`src/rtl/p405s_dtlb_pkg.sv`:
```
// Shared constants, FSM encodings and the size-mask bit mapping for the data shadow TLB.
package p405s_dtlb_pkg;

    localparam int DEF_ENTRIES = 4;
    localparam int DEF_EPN_W   = 22;
    localparam int DEF_SIZE_W  = 7;
    localparam int DEF_ATTR_W  = 8;

    typedef logic [1:0] dsa_state_t;
    localparam logic [1:0] ST_IDLE = 2'd0;
    localparam logic [1:0] ST_REQ  = 2'd1;
    localparam logic [1:0] ST_FILL = 2'd2;

    localparam int ATTR_BIT_I    = 0;
    localparam int ATTR_BIT_E    = 1;
    localparam int ATTR_BIT_U0   = 2;
    localparam int ATTR_BIT_W    = 3;
    localparam int ATTR_BIT_G    = 4;
    localparam int ATTR_BIT_WR   = 5;
    localparam int ATTR_BIT_ZPR0 = 6;
    localparam int ATTR_BIT_ZPR1 = 7;

    // Size-mask bit that covers page bit j, or -1 when that bit is never maskable.
    function automatic int mask_index(input int j, input int epn_w, input int size_w);
        int k;
        if (j < epn_w - 14) return -1;
        k = (j - (epn_w - 14)) / 2;
        if (k >= size_w) return -1;
        return k;
    endfunction

endpackage

```
`src/rtl/p405s_dtlb_dsarray_if.sv`:
```
// Lookup and refill bus between the EXE pipeline / unified TLB and the shadow TLB.
interface p405s_dtlb_dsarray_if
    import p405s_dtlb_pkg::*;
#(
    parameter int EPN_W  = DEF_EPN_W,
    parameter int SIZE_W = DEF_SIZE_W,
    parameter int ATTR_W = DEF_ATTR_W
);
    logic [0:EPN_W-1]  EXE_eaARegBuf;
    logic [0:EPN_W-1]  EXE_eaBRegBuf;
    logic              lookupVal;
    logic              msrDR;
    logic              invalidate;
    logic              Hit;
    logic              Miss;
    logic [0:EPN_W-1]  RA;
    logic [0:ATTR_W-1] attr_out;
    logic              busy;
    logic              missReq;
    logic [0:EPN_W-1]  missEPN;
    logic              missAck;
    logic [0:EPN_W-1]  fillRPN;
    logic [0:EPN_W-1]  fillEPN;
    logic [0:SIZE_W-1] fillDSize;
    logic [0:ATTR_W-1] fillAttr;

    modport master (
        output EXE_eaARegBuf, EXE_eaBRegBuf, lookupVal, msrDR, invalidate,
        output missAck, fillRPN, fillEPN, fillDSize, fillAttr,
        input  Hit, Miss, RA, attr_out, busy, missReq, missEPN
    );

    modport slave (
        input  EXE_eaARegBuf, EXE_eaBRegBuf, lookupVal, msrDR, invalidate,
        input  missAck, fillRPN, fillEPN, fillDSize, fillAttr,
        output Hit, Miss, RA, attr_out, busy, missReq, missEPN
    );
endinterface

```
`src/rtl/p405s_dtlb_dsEntry.sv`:
```
// One shadow TLB entry: payload storage, valid bit, masked page compare and RA munge.
module p405s_dtlb_dsEntry
    import p405s_dtlb_pkg::*;
#(
    parameter int EPN_W  = DEF_EPN_W,
    parameter int SIZE_W = DEF_SIZE_W,
    parameter int ATTR_W = DEF_ATTR_W
) (
    input  logic              CB,
    input  logic              reset,
    input  logic              clear,
    input  logic              wr_en,
    input  logic [0:EPN_W-1]  ea,
    input  logic [0:EPN_W-1]  wr_epn,
    input  logic [0:EPN_W-1]  wr_rpn,
    input  logic [0:SIZE_W-1] wr_size,
    input  logic [0:ATTR_W-1] wr_attr,
    output logic              valid,
    output logic              match,
    output logic [0:EPN_W-1]  ra,
    output logic [0:ATTR_W-1] attr
);
    logic [0:EPN_W-1]  epn_q;
    logic [0:EPN_W-1]  rpn_q;
    logic [0:SIZE_W-1] size_q;
    logic [0:ATTR_W-1] attr_q;
    logic [0:EPN_W-1]  mask;

    always_ff @(posedge CB) begin
        if (reset || clear) valid <= 1'b0;
        else if (wr_en)     valid <= 1'b1;
    end

    // Payload is deliberately left unreset; the valid bit guards it.
    always_ff @(posedge CB) begin
        if (wr_en) begin
            epn_q  <= wr_epn;
            rpn_q  <= wr_rpn;
            size_q <= wr_size;
            attr_q <= wr_attr;
        end
    end

    for (genvar j = 0; j < EPN_W; j++) begin : g_mask
        localparam int K = mask_index(j, EPN_W, SIZE_W);
        if (K < 0) begin : g_fixed
            assign mask[j] = 1'b0;
        end else begin : g_sized
            assign mask[j] = size_q[K];
        end
    end

    assign match = valid && (((ea ^ epn_q) & ~mask) == '0);
    assign ra    = rpn_q | (ea & mask);
    assign attr  = attr_q;

endmodule

```
`src/rtl/p405s_dtlb_dsarray.sv`:
```
// Data shadow TLB: EA adder, fully associative lookup, registered results and miss refill FSM.
module p405s_dtlb_dsarray
    import p405s_dtlb_pkg::*;
#(
    parameter int ENTRIES = DEF_ENTRIES,
    parameter int EPN_W   = DEF_EPN_W,
    parameter int SIZE_W  = DEF_SIZE_W,
    parameter int ATTR_W  = DEF_ATTR_W
) (
    input  logic                CB,
    input  logic                reset,
    p405s_dtlb_dsarray_if.slave bus
);
    localparam int IDX_W = $clog2(ENTRIES);

    dsa_state_t        state;
    logic [0:EPN_W-1]  ea;
    logic [ENTRIES-1:0] valid;
    logic [ENTRIES-1:0] match;
    logic [0:EPN_W-1]  ent_ra   [ENTRIES];
    logic [0:ATTR_W-1] ent_attr [ENTRIES];
    logic              any_match;
    logic [0:EPN_W-1]  win_ra;
    logic [0:ATTR_W-1] win_attr;
    logic [IDX_W-1:0]  rr_ptr;
    logic [IDX_W-1:0]  victim;
    logic              victim_is_rr;
    logic              accept;
    logic              do_fill;
    logic [0:EPN_W-1]  fill_epn_q;
    logic [0:EPN_W-1]  fill_rpn_q;
    logic [0:SIZE_W-1] fill_size_q;
    logic [0:ATTR_W-1] fill_attr_q;

    assign ea          = bus.EXE_eaARegBuf + bus.EXE_eaBRegBuf;
    assign accept      = bus.lookupVal && (state == ST_IDLE) && !bus.invalidate;
    assign do_fill     = (state == ST_FILL) && !bus.invalidate && !reset;
    assign bus.busy    = (state != ST_IDLE);
    assign bus.missReq = (state == ST_REQ);

    for (genvar i = 0; i < ENTRIES; i++) begin : g_ent
        p405s_dtlb_dsEntry #(
            .EPN_W  (EPN_W),
            .SIZE_W (SIZE_W),
            .ATTR_W (ATTR_W)
        ) u_entry (
            .CB      (CB),
            .reset   (reset),
            .clear   (bus.invalidate),
            .wr_en   (do_fill && (victim == IDX_W'(i))),
            .ea      (ea),
            .wr_epn  (fill_epn_q),
            .wr_rpn  (fill_rpn_q),
            .wr_size (fill_size_q),
            .wr_attr (fill_attr_q),
            .valid   (valid[i]),
            .match   (match[i]),
            .ra      (ent_ra[i]),
            .attr    (ent_attr[i])
        );
    end

    // Walking down from the top leaves the lowest matching index as the winner.
    always_comb begin
        any_match = 1'b0;
        win_ra    = '0;
        win_attr  = '0;
        for (int i = ENTRIES - 1; i >= 0; i--) begin
            if (match[i]) begin
                any_match = 1'b1;
                win_ra    = ent_ra[i];
                win_attr  = ent_attr[i];
            end
        end
    end

    always_comb begin
        victim       = rr_ptr;
        victim_is_rr = 1'b1;
        for (int i = ENTRIES - 1; i >= 0; i--) begin
            if (!valid[i]) begin
                victim       = IDX_W'(i);
                victim_is_rr = 1'b0;
            end
        end
    end

    always_ff @(posedge CB) begin
        if (state == ST_REQ && bus.missAck && !bus.invalidate) begin
            fill_epn_q  <= bus.fillEPN;
            fill_rpn_q  <= bus.fillRPN;
            fill_size_q <= bus.fillDSize;
            fill_attr_q <= bus.fillAttr;
        end
    end

    // Hit/Miss are one-cycle pulses; RA/attr_out hold their last translation.
    always_ff @(posedge CB) begin
        if (reset) begin
            state        <= ST_IDLE;
            rr_ptr       <= '0;
            bus.Hit      <= 1'b0;
            bus.Miss     <= 1'b0;
            bus.RA       <= '0;
            bus.attr_out <= '0;
            bus.missEPN  <= '0;
        end else begin
            bus.Hit  <= 1'b0;
            bus.Miss <= 1'b0;
            if (accept) begin
                if (!bus.msrDR) begin
                    bus.Hit      <= 1'b1;
                    bus.RA       <= ea;
                    bus.attr_out <= '0;
                end else if (any_match) begin
                    bus.Hit      <= 1'b1;
                    bus.RA       <= win_ra;
                    bus.attr_out <= win_attr;
                end else begin
                    bus.Miss    <= 1'b1;
                    bus.missEPN <= ea;
                end
            end
            case (state)
                ST_IDLE: if (accept && bus.msrDR && !any_match) state <= ST_REQ;
                ST_REQ: begin
                    if (bus.invalidate)   state <= ST_IDLE;
                    else if (bus.missAck) state <= ST_FILL;
                end
                ST_FILL: begin
                    state <= ST_IDLE;
                    if (do_fill && victim_is_rr)
                        rr_ptr <= (rr_ptr == IDX_W'(ENTRIES - 1)) ? '0 : rr_ptr + 1'b1;
                end
                default: state <= ST_IDLE;
            endcase
        end
    end

endmodule

```
`src/flat_wrapper.sv`:
```
// flat-port wrapper written by rule: the top's interface ports become plain ports
module p405s_dtlb_dsarray_flat import p405s_dtlb_pkg::*;
#(
    parameter int ENTRIES = DEF_ENTRIES,
    parameter int EPN_W   = DEF_EPN_W,
    parameter int SIZE_W  = DEF_SIZE_W,
    parameter int ATTR_W  = DEF_ATTR_W
)
  (CB, reset, bus_EXE_eaARegBuf, bus_EXE_eaBRegBuf, bus_lookupVal, bus_msrDR, bus_invalidate, bus_missAck, bus_fillRPN, bus_fillEPN, bus_fillDSize, bus_fillAttr, bus_Hit, bus_Miss, bus_RA, bus_attr_out, bus_busy, bus_missReq, bus_missEPN);
  p405s_dtlb_dsarray_if #(.EPN_W(EPN_W), .SIZE_W(SIZE_W), .ATTR_W(ATTR_W)) bus_i ();
  input  logic CB;
  input  logic reset;
  input wire logic [$bits(bus_i.EXE_eaARegBuf)-1:0] bus_EXE_eaARegBuf;
  input wire logic [$bits(bus_i.EXE_eaBRegBuf)-1:0] bus_EXE_eaBRegBuf;
  input wire logic [$bits(bus_i.lookupVal)-1:0] bus_lookupVal;
  input wire logic [$bits(bus_i.msrDR)-1:0] bus_msrDR;
  input wire logic [$bits(bus_i.invalidate)-1:0] bus_invalidate;
  input wire logic [$bits(bus_i.missAck)-1:0] bus_missAck;
  input wire logic [$bits(bus_i.fillRPN)-1:0] bus_fillRPN;
  input wire logic [$bits(bus_i.fillEPN)-1:0] bus_fillEPN;
  input wire logic [$bits(bus_i.fillDSize)-1:0] bus_fillDSize;
  input wire logic [$bits(bus_i.fillAttr)-1:0] bus_fillAttr;
  output wire logic [$bits(bus_i.Hit)-1:0] bus_Hit;
  output wire logic [$bits(bus_i.Miss)-1:0] bus_Miss;
  output wire logic [$bits(bus_i.RA)-1:0] bus_RA;
  output wire logic [$bits(bus_i.attr_out)-1:0] bus_attr_out;
  output wire logic [$bits(bus_i.busy)-1:0] bus_busy;
  output wire logic [$bits(bus_i.missReq)-1:0] bus_missReq;
  output wire logic [$bits(bus_i.missEPN)-1:0] bus_missEPN;
  assign bus_i.EXE_eaARegBuf = bus_EXE_eaARegBuf;
  assign bus_i.EXE_eaBRegBuf = bus_EXE_eaBRegBuf;
  assign bus_i.lookupVal = bus_lookupVal;
  assign bus_i.msrDR = bus_msrDR;
  assign bus_i.invalidate = bus_invalidate;
  assign bus_i.missAck = bus_missAck;
  assign bus_i.fillRPN = bus_fillRPN;
  assign bus_i.fillEPN = bus_fillEPN;
  assign bus_i.fillDSize = bus_fillDSize;
  assign bus_i.fillAttr = bus_fillAttr;
  assign bus_Hit = bus_i.Hit;
  assign bus_Miss = bus_i.Miss;
  assign bus_RA = bus_i.RA;
  assign bus_attr_out = bus_i.attr_out;
  assign bus_busy = bus_i.busy;
  assign bus_missReq = bus_i.missReq;
  assign bus_missEPN = bus_i.missEPN;
  p405s_dtlb_dsarray #(.ENTRIES(ENTRIES), .EPN_W(EPN_W), .SIZE_W(SIZE_W), .ATTR_W(ATTR_W)) u_core (.CB(CB), .reset(reset), .bus(bus_i));
endmodule
```
`config.mk`:
```
export PLATFORM = sky130hd
export DESIGN_NAME = p405s_dtlb_dsarray_flat
export DESIGN_NICKNAME = d
export VERILOG_FILES = /design/src/rtl/p405s_dtlb_pkg.sv /design/src/rtl/p405s_dtlb_dsarray_if.sv /design/src/rtl/p405s_dtlb_dsEntry.sv /design/src/rtl/p405s_dtlb_dsarray.sv /design/src/flat_wrapper.sv
export SDC_FILE = /design/constraint.sdc
export NUM_CORES = 1
export LEC_CHECK = 0
export ABC_AREA = 1
export ABC_CLOCK_PERIOD_IN_PS = 8580
export BUFFER_PORTS_ARGS = -buffer_cell sky130_fd_sc_hd__buf_4
export CAP_MARGIN = 20
export CORE_UTILIZATION = 40
export CTS_CLUSTER_SIZE = 10
export DETAILED_ROUTE_END_ITERATION = 7
export HOLD_SLACK_MARGIN = 0.06
export PLACE_DENSITY = 0.61
export SLEW_MARGIN = 15
export SYNTH_ARGS = -nofsm -noshare
export SYNTH_HDL_FRONTEND = slang
export SYNTH_HIERARCHICAL = 1
export SYNTH_SLANG_ARGS = --single-unit
```
`constraint.sdc`:
```
create_clock -name CB -period 8.58 [get_ports CB]
set_input_delay 0.429 -clock CB [delete_from_list [all_inputs] [get_ports CB]]
set_output_delay 0.429 -clock CB [all_outputs]
set_load 0.05 [all_outputs]
```
==> parameters.txt <==
Parameter                              Value

Routing
  Drt total wl    42.8 mm
  Average routed wire per standard cell    18.1 µm
  Top routing layer in use    met4
  DRC violations left    0
  Met3 wirelength from detailed routing    2.46 mm
  Drt pass-1 iters    5
  Amount of wire on met2 after detailed routing    20.3 mm
  Via density    4.94
  Via Count    11700
  Met1 wire length    19.1 mm
  DRC marker count from the first detailed-route iteration    865
  Remaining antenna violation count    0

Synth
  Avg Synthesized Cell Area    10.1 µm²
  Largest area contributor in the netlist    sky130_fd_sc_hd__edfxtp_1
  Part of the Yosys area used for sequential elements    62.4%
  Number of flip-flops and latches in the synthesized netlist    357
  Area fraction of the dominant cell type after synthesis    54.8%
  Count of different cell masters after synthesis    43
  Post-Synthesis Cells    1594
  Netlist area before placement    16200 µm²
  Cell types occupying the most area after synthesis    sky130_fd_sc_hd__edfxtp_1 55%, sky130_fd_sc_hd__nand2_1 8.5%, sky130_fd_sc_hd__dfxtp_1 7.7%
  Warnings, synthesis    6
  FFs w/ async S/R, synth    0%
  Top flip-flop cell by instance count after synthesis    sky130_fd_sc_hd__edfxtp_1
  Nets in the synthesized netlist    1726
  Number of synthesized flops with an enable pin    295

Critical path
  Reg2Reg Depth    16
  Crit path buf inv count    8
  Capture instance of the worst register-to-register path    u_core/bus.attr_out[1]
  Setup crit start kind    input port
  Cell with the largest stage delay on the worst path    sky130_fd_sc_hd__inv_1
  Logic depth of the worst path, buffers included    30
  Worst path required time    9.05 ns
  Worst setup endpoint    u_core/bus.attr_out[1]
  Peak fanout along the critical path    40
  Path type of the worst setup path    in -> reg
  Worst R2R Setup Slack    4.50 ns
  Crit. End Element    flop
  Largest delay share family, worst path    simple AND/OR/NAND/NOR gates
  Launching instance or port of the critical path    bus_EXE_eaARegBuf[0]
  Worst stage delay on the critical path    0.51 ns
  Most Frequent Cell on Critical Path    sky130_fd_sc_hd__nand2_1
  Worst r2r src    u_core/g_ent[1].u_entry/epn_q[2]
  Worst endpoint data arrival time    5.82 ns

Clock network
  Register clock-pin slew on the reported worst setup and hold paths    0.06 ns
  Number of post-CTS setup repair buffers    0
  CTS Buffer Depth    3
  Clock sinks    357
  CTS tree    built
  Clock latency on the worst-skew pair    0.56 ns
  Count of cells resized by post-cts repair    0
  Htree depth    2
  Library cell used as clock root buffer    sky130_fd_sc_hd__clkbuf_16
  TritonCTS Buffers    42

Die
  Number of ports placed on the die boundary    165
  Die span in x    203 µm
  Initial core utilization    40.6%
  Site row count    73
  Core Footprint    39800 µm²
  Die area    41200 µm²
  Die Y    203 µm

Layout
  Number of nets in the final layout    1935
  Leading cell types in the layout, fill and taps excluded    368 x sky130_fd_sc_hd__nand2_1, 295 x sky130_fd_sc_hd__edfxtp_1, 209 x sky130_fd_sc_hd__inv_1
  Synth-to-Final Area Change    21.3%
  Antenna diode instance count    0
  Commonest non-fill, non-tap cell in the layout    sky130_fd_sc_hd__nand2_1
  Fraction of layout cells with a size suffix above 1    14.6%

Flow run
  Max capacitance violation total    0

Timing
  Slew @ Worst Pin    1.19 ns
  Worst clock skew on the final layout    0.0191 ns
  Setup-failing EPs final    0
  Worst rel slew slack    20.5%
  Min Tclk post-route    5.34 ns
  Final clock period utilization by the worst path    62.3%
  Total negative setup slack    0 ns
  Count of final hold-check violations    0
  Setup repair after global routing missed its margin    no
  Maximum clock frequency    0.187 GHz
  Final number of max-transition violations    0

Global routing
  Antenna violations before repair    0
  Largest net degree at the start of global routing    61
  First-pass GRT wire length    65.2 mm
  Number of global-route vias before repair    11400
  Global-route total usage across every layer    20.8%
  Leftover overflow at the end of global routing    0

Place
  Number of buffers inserted by port buffering    164
  Final HPWL from detailed placement    29.6 mm
  Weighted congestion at the end of routability-driven global placement    0.946

Pwr
  Maximum VDD drop    0.125 mV
  Power per cell area    203 nW/µm²
  Design Power    3.98 mW
  Static power due to leakage    8.33 nW

Run status
  Status    finished clean

Hold path
  Hold Path Class    in -> reg
[worst reg2reg max path: stages (launching register included)]
cell	delay, ns
sky130_fd_sc_hd__edfxtp_1	0.40
sky130_fd_sc_hd__nand2_1	0.11
sky130_fd_sc_hd__nand2_1	0.06
sky130_fd_sc_hd__inv_1	0.06
sky130_fd_sc_hd__nand3_1	0.06
sky130_fd_sc_hd__nor2_1	0.30
sky130_fd_sc_hd__nand3_1	0.16
sky130_fd_sc_hd__nor2_2	0.10
sky130_fd_sc_hd__buf_4	0.41
sky130_fd_sc_hd__inv_1	0.53
sky130_fd_sc_hd__nand3_2	0.25
sky130_fd_sc_hd__nor2_4	0.06
sky130_fd_sc_hd__nor2_4	0.45
sky130_fd_sc_hd__inv_2	0.42
sky130_fd_sc_hd__nor2_1	0.29
sky130_fd_sc_hd__inv_1	0.19
sky130_fd_sc_hd__o21ai_1	0.16
[kinds of logic after synthesis]
| group | count (synthesis) | synth area share [%] |
|---|---|---|
| xor+xnor | 38 | 2.10 |
| flops | 357 | 62.4 |
| simple gates | 607 | 15.8 |
| buf+inv | 286 | 7.71 |
| fa+ha+maj | 23 | 1.83 |
| compound gates | 283 | 10.2 |
[through the flow]
step	util [%]	std cells	hold slack [ns]	worst slack [ns]	instance area [µm²]
floorplan	-	1594	0.457	2.63	16200
CTS	49.3	2360	0.0600	3.25	19600
global placement	44.6	2226	0.469	2.83	17800
global route	49.3	2360	0.0657	2.75	19600
finish	49.3	2360	0.0847	3.24	19600
detailed placement	44.7	2227	0.474	2.73	17800
[cell usage after synthesis, types with 2 or more instances]
cell and n:
sky130_fd_sc_hd__edfxtp_1 295, sky130_fd_sc_hd__o21ai_1 24, sky130_fd_sc_hd__o21ai_0 72, sky130_fd_sc_hd__nand2_2 8, sky130_fd_sc_hd__nor2_4 3, sky130_fd_sc_hd__nor2_1 107, sky130_fd_sc_hd__o21bai_1 21, sky130_fd_sc_hd__ha_1 22
sky130_fd_sc_hd__buf_6 4, sky130_fd_sc_hd__or2_1 7, sky130_fd_sc_hd__nor2_2 4, sky130_fd_sc_hd__xor2_1 32, sky130_fd_sc_hd__a22oi_1 9, sky130_fd_sc_hd__clkinv_1 2, sky130_fd_sc_hd__nand3_2 3, sky130_fd_sc_hd__a21boi_0 4
sky130_fd_sc_hd__a31oi_1 5, sky130_fd_sc_hd__nand2_1 368, sky130_fd_sc_hd__nand3_1 78, sky130_fd_sc_hd__clkbuf_1 19, sky130_fd_sc_hd__inv_2 4, sky130_fd_sc_hd__buf_2 11, sky130_fd_sc_hd__xnor2_1 5, sky130_fd_sc_hd__buf_4 34
sky130_fd_sc_hd__a21o_1 33, sky130_fd_sc_hd__and2_1 5, sky130_fd_sc_hd__a21o_2 4, sky130_fd_sc_hd__dfxtp_1 62, sky130_fd_sc_hd__o211ai_1 15, sky130_fd_sc_hd__or2_0 4, sky130_fd_sc_hd__inv_1 210, sky130_fd_sc_hd__and2_4 5
sky130_fd_sc_hd__nor3_1 5, sky130_fd_sc_hd__a21oi_1 95, sky130_fd_sc_hd__nand4_1 7
[flip-flops by register name, indices dropped and copies added, names as in the netlist]
signal / cells
u_core/g_ent.u_entry/valid: 4
u_core/g_ent.u_entry/attr: 32
u_core/bus.attr_out: 8
u_core/state: 2
u_core/fill_epn_q: 22
u_core/rr_ptr: 2
u_core/bus.RA: 22
u_core/fill_rpn_q: 22
u_core/g_ent.u_entry/epn_q: 88
u_core/bus.Miss: 1
u_core/g_ent.u_entry/rpn_q: 88
u_core/fill_attr_q: 8
u_core/g_ent.u_entry/size_q: 28
u_core/bus.missEPN: 22
u_core/fill_size_q: 7
u_core/bus.Hit: 1
[area by class of cell]
cell class	instances	area [µm²]
timing repair buffer	234	1920
clock inverter	5	66.3
sequential	357	10100
inverter	217	818
clock buffer	71	1170
fill	3666	20200
tap	525	657
multi-input combinational	951	4880
[layer usage]
| metal | GRT usage (%) | vias up |
|---|---|---|
| met5 | 0 | - |
| met4 | 6.66 | 0 |
| met3 | 2.50 | 70 |
| met2 | 34.5 | 371 |
| met1 | 28.3 | 5514 |
| li1 | - | 5711 |
[power by group]
group,switching (mW),internal (mW),total [mW]
Combinational,0.304,0.172,0.476
Clock,0.686,0.934,1.62
Sequential,0.0125,1.87,1.88
[worst min path at each step]
stage,start,end,slack [ns],cells past startpoint
after global placement,u_core/rr_ptr[1],u_core/rr_ptr[1],0.47,2
after CTS,bus_fillEPN[7],u_core/fill_epn_q[14],0.06,1
after global routing,bus_fillEPN[7],u_core/fill_epn_q[14],0.07,1
after detailed placement,u_core/bus.missEPN[0],u_core/bus.missEPN[0],0.47,2
after floorplan,u_core/rr_ptr[1],u_core/rr_ptr[1],0.46,2
final,bus_fillEPN[7],u_core/fill_epn_q[14],0.08,1
[what timing repair did]
action                                  4_1_cts  5_1_grt
hold buffers                                 57        0
endpoints found under the setup margin        0        0
hold endpoints to repair                     57        0
Note: power is estimated with default switching activity, not from simulation.
